[config.mk]
export PLATFORM = sky130hd
export DESIGN_NAME = segreader
export DESIGN_NICKNAME = d
export VERILOG_FILES = /design/src/rtl/segreader.sv
export SDC_FILE = /design/constraint.sdc
export NUM_CORES = 1
export LEC_CHECK = 0
export BUFFER_PORTS_ARGS = -buffer_cell sky130_fd_sc_hd__buf_2
export CELL_PAD_IN_SITES_DETAIL_PLACEMENT = 1
export CELL_PAD_IN_SITES_GLOBAL_PLACEMENT = 2
export CORE_MARGIN = 3
export CORE_UTILIZATION = 38
export CTS_CLUSTER_DIAMETER = 200
export DETAILED_ROUTE_END_ITERATION = 6
export PLACE_DENSITY_LB_ADDON = 0.2
export SLEW_MARGIN = 20
export SYNTH_ARGS = -nofsm -noshare
export SYNTH_HDL_FRONTEND = slang
export SYNTH_SLANG_ARGS = --single-unit
export TNS_END_PERCENT = 10
[constraint.sdc]
create_clock -name CLK -period 6.7 [get_ports CLK]
set_clock_uncertainty 0.2 [all_clocks]
set_input_delay 0.335 -clock CLK [delete_from_list [all_inputs] [get_ports CLK]]
set_output_delay 0.335 -clock CLK [all_outputs]
set_load 0.005 [all_outputs]
[src/rtl/segreader.sv]
// segreader: samples seven active-low segment lines, waits for the pattern to settle,
// and reports the matching 3-bit digit code through a VALID/ACK handshake.
module segreader #(
  parameter int unsigned STABLE_CYCLES = 4
) (
  input  logic CLK,
  input  logic RST,
  input  logic SEGA,
  input  logic SEGB,
  input  logic SEGC,
  input  logic SEGD,
  input  logic SEGE,
  input  logic SEGF,
  input  logic SEGG,
  input  logic ACK,
  output logic A,
  output logic B,
  output logic C,
  output logic VALID,
  output logic ERR,
  output logic OVR
);

  typedef enum logic {
    SETTLE = 1'b0,
    LOCKED = 1'b1
  } state_e;

  localparam logic [7:0] RUN_MAX  = 8'(STABLE_CYCLES);
  localparam logic [7:0] RUN_LAST = 8'(STABLE_CYCLES - 1);

  logic [6:0] seg_pins;
  logic [6:0] s1_q;
  logic [6:0] s2_q;
  logic [1:0] fill_q;
  logic [7:0] run_q;
  logic [7:0] run_d;
  state_e     state_q;
  logic [6:0] last_q;
  logic       last_ok_q;
  logic [2:0] code_q;
  logic       err_q;
  logic       valid_q;
  logic       ovr_q;

  logic       s2_change;
  logic       accept;
  logic       report;
  logic [2:0] dec_code;
  logic       dec_err;

  assign seg_pins = {SEGA, SEGB, SEGC, SEGD, SEGE, SEGF, SEGG};

  // Until the synchronizer has been refilled after reset, S2 still holds the reset
  // value rather than a pin sample, so those loads count as changes.
  always_comb begin
    // NOTE: every signal written here gets a value before any branch, so no latch is inferred.
    s2_change = (s1_q != s2_q) || !fill_q[1];
    run_d     = run_q;
    if (s2_change) begin
      run_d = 8'd0;
    end else if (run_q != RUN_MAX) begin
      run_d = run_q + 8'd1;
    end
    accept = (state_q == SETTLE) && !s2_change && (run_q == RUN_LAST);
    report = accept && (!last_ok_q || (s2_q != last_q));
  end

  always_comb begin
    dec_err  = 1'b0;
    dec_code = 3'd0;
    unique case (s2_q)
      7'b1111111: dec_code = 3'd0;
      7'b1001111: dec_code = 3'd1;
      7'b0010010: dec_code = 3'd2;
      7'b0000110: dec_code = 3'd3;
      7'b1001100: dec_code = 3'd4;
      7'b0100100: dec_code = 3'd5;
      7'b0100000: dec_code = 3'd6;
      7'b0001111: dec_code = 3'd7;
      default:    dec_err  = 1'b1;
    endcase
  end

  always_ff @(posedge CLK) begin
    // NOTE: state registers use non-blocking assignments so every flop sees pre-edge values.
    if (RST) begin
      s1_q      <= '1;
      s2_q      <= '1;
      fill_q    <= '0;
      run_q     <= '0;
      state_q   <= SETTLE;
      last_q    <= '1;
      last_ok_q <= 1'b0;
      code_q    <= '0;
      err_q     <= 1'b0;
      valid_q   <= 1'b0;
      ovr_q     <= 1'b0;
    end else begin
      s1_q   <= seg_pins;
      s2_q   <= s1_q;
      fill_q <= {fill_q[0], 1'b1};
      run_q  <= run_d;

      unique case (state_q)
        SETTLE: if (accept)    state_q <= LOCKED;
        LOCKED: if (s2_change) state_q <= SETTLE;
      endcase

      // A fresh report wins over ACK; only an unacknowledged overwrite marks overrun.
      if (report) begin
        code_q    <= dec_code;
        err_q     <= dec_err;
        valid_q   <= 1'b1;
        last_q    <= s2_q;
        last_ok_q <= 1'b1;
        if (valid_q && !ACK) ovr_q <= 1'b1;
      end else if (valid_q && ACK) begin
        valid_q <= 1'b0;
      end
    end
  end

  assign {A, B, C} = code_q;
  assign VALID     = valid_q;
  assign ERR       = err_q;
  assign OVR       = ovr_q;

endmodule

==> Implementation_results.wiki <==
{| class="wikitable"
! Metric !! Value
|-
| Number of distinct library cell variants in the gate-level netlist after synthesis || 32
|-
| Worst Path Max Fanout || 12
|-
| Tcrit/Tclk final || 0.403
|-
| Standard-cell row count || 23
|-
| Half-perimeter wire length after placement || 2640 um
|-
| Slew @ Worst Pin || 0.910 ns
|-
| Deepest level of the CTS H-tree || 2
|-
| Average vias per placed instance || 5.16
|-
| Number of instances in the synthesized netlist || 185
|-
| Most used flip-flop cell after synthesis || sky130_fd_sc_hd__dfxtp_1
|-
| Reg clk slew, reported paths || 0.08 ns
|-
| Yosys warning count || 0
|-
| First drt pass iteration count || 4
|-
| Area fraction of the dominant cell type after synthesis || 0.470
|-
| Via count of the first global-routing pass || 1374
|-
| Number of max-cap violations || 0
|-
| Hold crit path type || in -> reg
|-
| Area occupied by multi-input gates || 816 um^2
|-
| Num ports || 16
|-
| Arrival time of data at the critical path endpoint || 2.72 ns
|-
| Maximum number of pins on one net before global-route repair || 24
|-
| Critical Path End Type || register
|-
| Final layout net count || 208
|-
| Detail-routed net length per standard cell || 14.6 um
|-
| Fmax || 370 MHz
|-
| Layout cell share with drive strength beyond 1 || 0.208
|-
| Worst Setup Start Kind || register
|-
| Post-synthesis sequential area ratio || 0.470
|-
| Antenna Diode Count || 0
|-
| Post-CTS Hold Buffers || 0
|-
| Clock Root Buffer || sky130_fd_sc_hd__clkbuf_8
|-
| Power Density || 230 nW/um^2
|-
| Sequential cell area || 781 um^2
|-
| Clock tree from TritonCTS || built
|-
| Count of pins over their slew limit || 0
|-
| Routed WL || 3600 um
|-
| Effective utilization at floorplan || 0.404
|-
| Min Tclk post-route || 2.70 ns
|-
| Buffers on Ports || 15
|-
| Number of failing setup endpoints in the final timing report || 0
|-
| Die Span X || 72.1 um
|-
| Initial antenna violation count || 0
|-
| Global-route wire length before repair || 6180 um
|-
| Slew headroom || 0.388
|-
| Filler instances || 495
|-
| Buffers inserted during post-CTS setup optimization || 0
|-
| Post-synth design cell area || 1660 um^2
|-
| RSZ-0062 raised after global routing || false
|-
| Number of enable-type register cells in the synthesized netlist || 0
|-
| Clock Sink Count || 39
|-
| Overall via count from detail_route || 1275
|-
| Slack of the worst reg-to-reg path || 4.00 ns
|-
| TNS Setup || 0 ns
|-
| Number of design rule violations left after detail routing || 0
|-
| Starting DRT DRC Count || 65
|-
| Cells taking the most area after synthesis || sky130_fd_sc_hd__dfxtp_1, sky130_fd_sc_hd__xnor2_1, sky130_fd_sc_hd__nand3_1
|-
| IR drop worst, VDD || 0.134 mV
|-
| Die area || 5200 um^2
|-
| GRT Util Overall || 0.152
|-
| Async S/R FF share, synth || 0
|-
| Final hold violation count || 0
|-
| Leakage power total || 0.689 nW
|-
| Crit Path Category || reg -> reg
|-
| Syn Nets || 197
|-
| Number of gates resized after cts || 0
|-
| Count of state elements after synthesis || 39
|-
| Run status || finished clean
|-
| Largest area contributor in the netlist || sky130_fd_sc_hd__dfxtp_1
|-
| Synth cell count leaders || sky130_fd_sc_hd__dfxtp_1, sky130_fd_sc_hd__nand3_1, sky130_fd_sc_hd__or2_2, sky130_fd_sc_hd__nor2_1, sky130_fd_sc_hd__xnor2_1
|-
| Core outline area || 4120 um^2
|-
| CTS buffer count || 5
|-
| Avg Cell Area, Syn || 8.98 um^2
|-
| Endpoint required time on the critical path || 6.72 ns
|-
| Synth-to-layout area growth || 11.9%
|-
| Height of the die || 72.1 um
|-
| Later-pin clock latency in the skew report || 0.28 ns
|-
| Clk buf depth || 2
|-
| Most repeated cell in the gate-level netlist after synthesis || sky130_fd_sc_hd__dfxtp_1
|-
| Tightest hold margin || 0.0258 ns
|-
| Residual antenna-violating net count after detailed routing || 0
|-
| Routability cong. || 0.850
|-
| Remaining Overflow, GRT || 0
|}
power by group:
part / switching [W] / internal (W)
sequential: 0.00000656 / 0.000236
clock: 0.0000812 / 0.0000844
combinational: 0.00000829 / 0.0000101
final timing paths:
path | startpoint | end | cells past startpoint
max | run_q[6] | code_q[0] | 5
min | SEGE | s1_q[2] | 2
max reg2reg | run_q[6] | code_q[0] | 5
min reg2reg | fill_q[0] | fill_q[1] | 1
worst max-delay path: stages (launching register included):
cell                      delay (ns)
sky130_fd_sc_hd__dfxtp_1        0.33
sky130_fd_sc_hd__or3_1          0.40
sky130_fd_sc_hd__or4_4          0.50
sky130_fd_sc_hd__or4_4          0.51
sky130_fd_sc_hd__or4_1          0.53
sky130_fd_sc_hd__a21oi_1        0.15
flip-flops by register name, summed over array words and instances, names as in the netlist, 2 cells and up:
register and cells:
s2_q 7, fill_q 2, run_q 8, s1_q 7
last_q 7, code_q 3
kinds of logic after synthesis:
kind of cell,count (synthesis),share of synthesized area
xor gates and xnor gates,23,0.121
and+or+nand+nor,81,0.270
buffers and inverters,17,0.0391
AOI/OAI and AO/OA,22,0.0783
adders and majority gates,2,0.0151
DFF,39,0.470
muxes,1,0.00602
metal layers:
metal | track usage | vias up | part of all wire
met2 | 0.239 | 26 | 0.46
met4 | 0.0522 | 0 | 0.012
met1 | 0.201 | 594 | 0.49
li1 | - | 649 | -
met5 | 0 | - | 0
met3 | 0.0416 | 6 | 0.042
layout make-up:
class / instances / share of cell area
clock buffer: 7 / 0.0464
clock inverter: 1 / 0.00471
inverter: 4 / 0.00808
multi-input combinational: 129 / 0.439
sequential: 39 / 0.420
tap: 50 / 0.0336
timing repair buffer: 17 / 0.0485
metrics by stage:
| stage | cell area (um^2) | utilization | std cells | power [W] | worst slack (ns) |
|---|---|---|---|---|---|
| 5_1_grt | 1860 | 0.452 | 247 | 0.000447 | 3.93 |
| 2_1_floorplan | 1660 | - | 185 | 0.000261 | 4.21 |
| 6_report | 1860 | 0.452 | 247 | 0.000427 | 4.00 |
| 3_3_place_gp | 1760 | 0.429 | 239 | 0.000266 | 4.07 |
| 3_5_place_dp | 1760 | 0.429 | 239 | 0.000267 | 4.04 |
| 4_1_cts | 1860 | 0.452 | 247 | 0.000431 | 4.01 |
cell usage in the layout, fill, tap and decap left out, types with 3 or more instances in the layout:
cell / count
sky130_fd_sc_hd__nor3_1: 4
sky130_fd_sc_hd__xor2_1: 9
sky130_fd_sc_hd__a21oi_1: 6
sky130_fd_sc_hd__clkbuf_8: 6
sky130_fd_sc_hd__xnor2_1: 14
sky130_fd_sc_hd__o21ai_0: 9
sky130_fd_sc_hd__inv_1: 3
sky130_fd_sc_hd__nand2b_1: 4
sky130_fd_sc_hd__buf_2: 15
sky130_fd_sc_hd__or2_2: 15
sky130_fd_sc_hd__nand4_1: 4
sky130_fd_sc_hd__dfxtp_1: 39
sky130_fd_sc_hd__nand2_1: 6
sky130_fd_sc_hd__nand3_1: 19
sky130_fd_sc_hd__nor2_1: 14
Power figures use the tool's default switching activity.
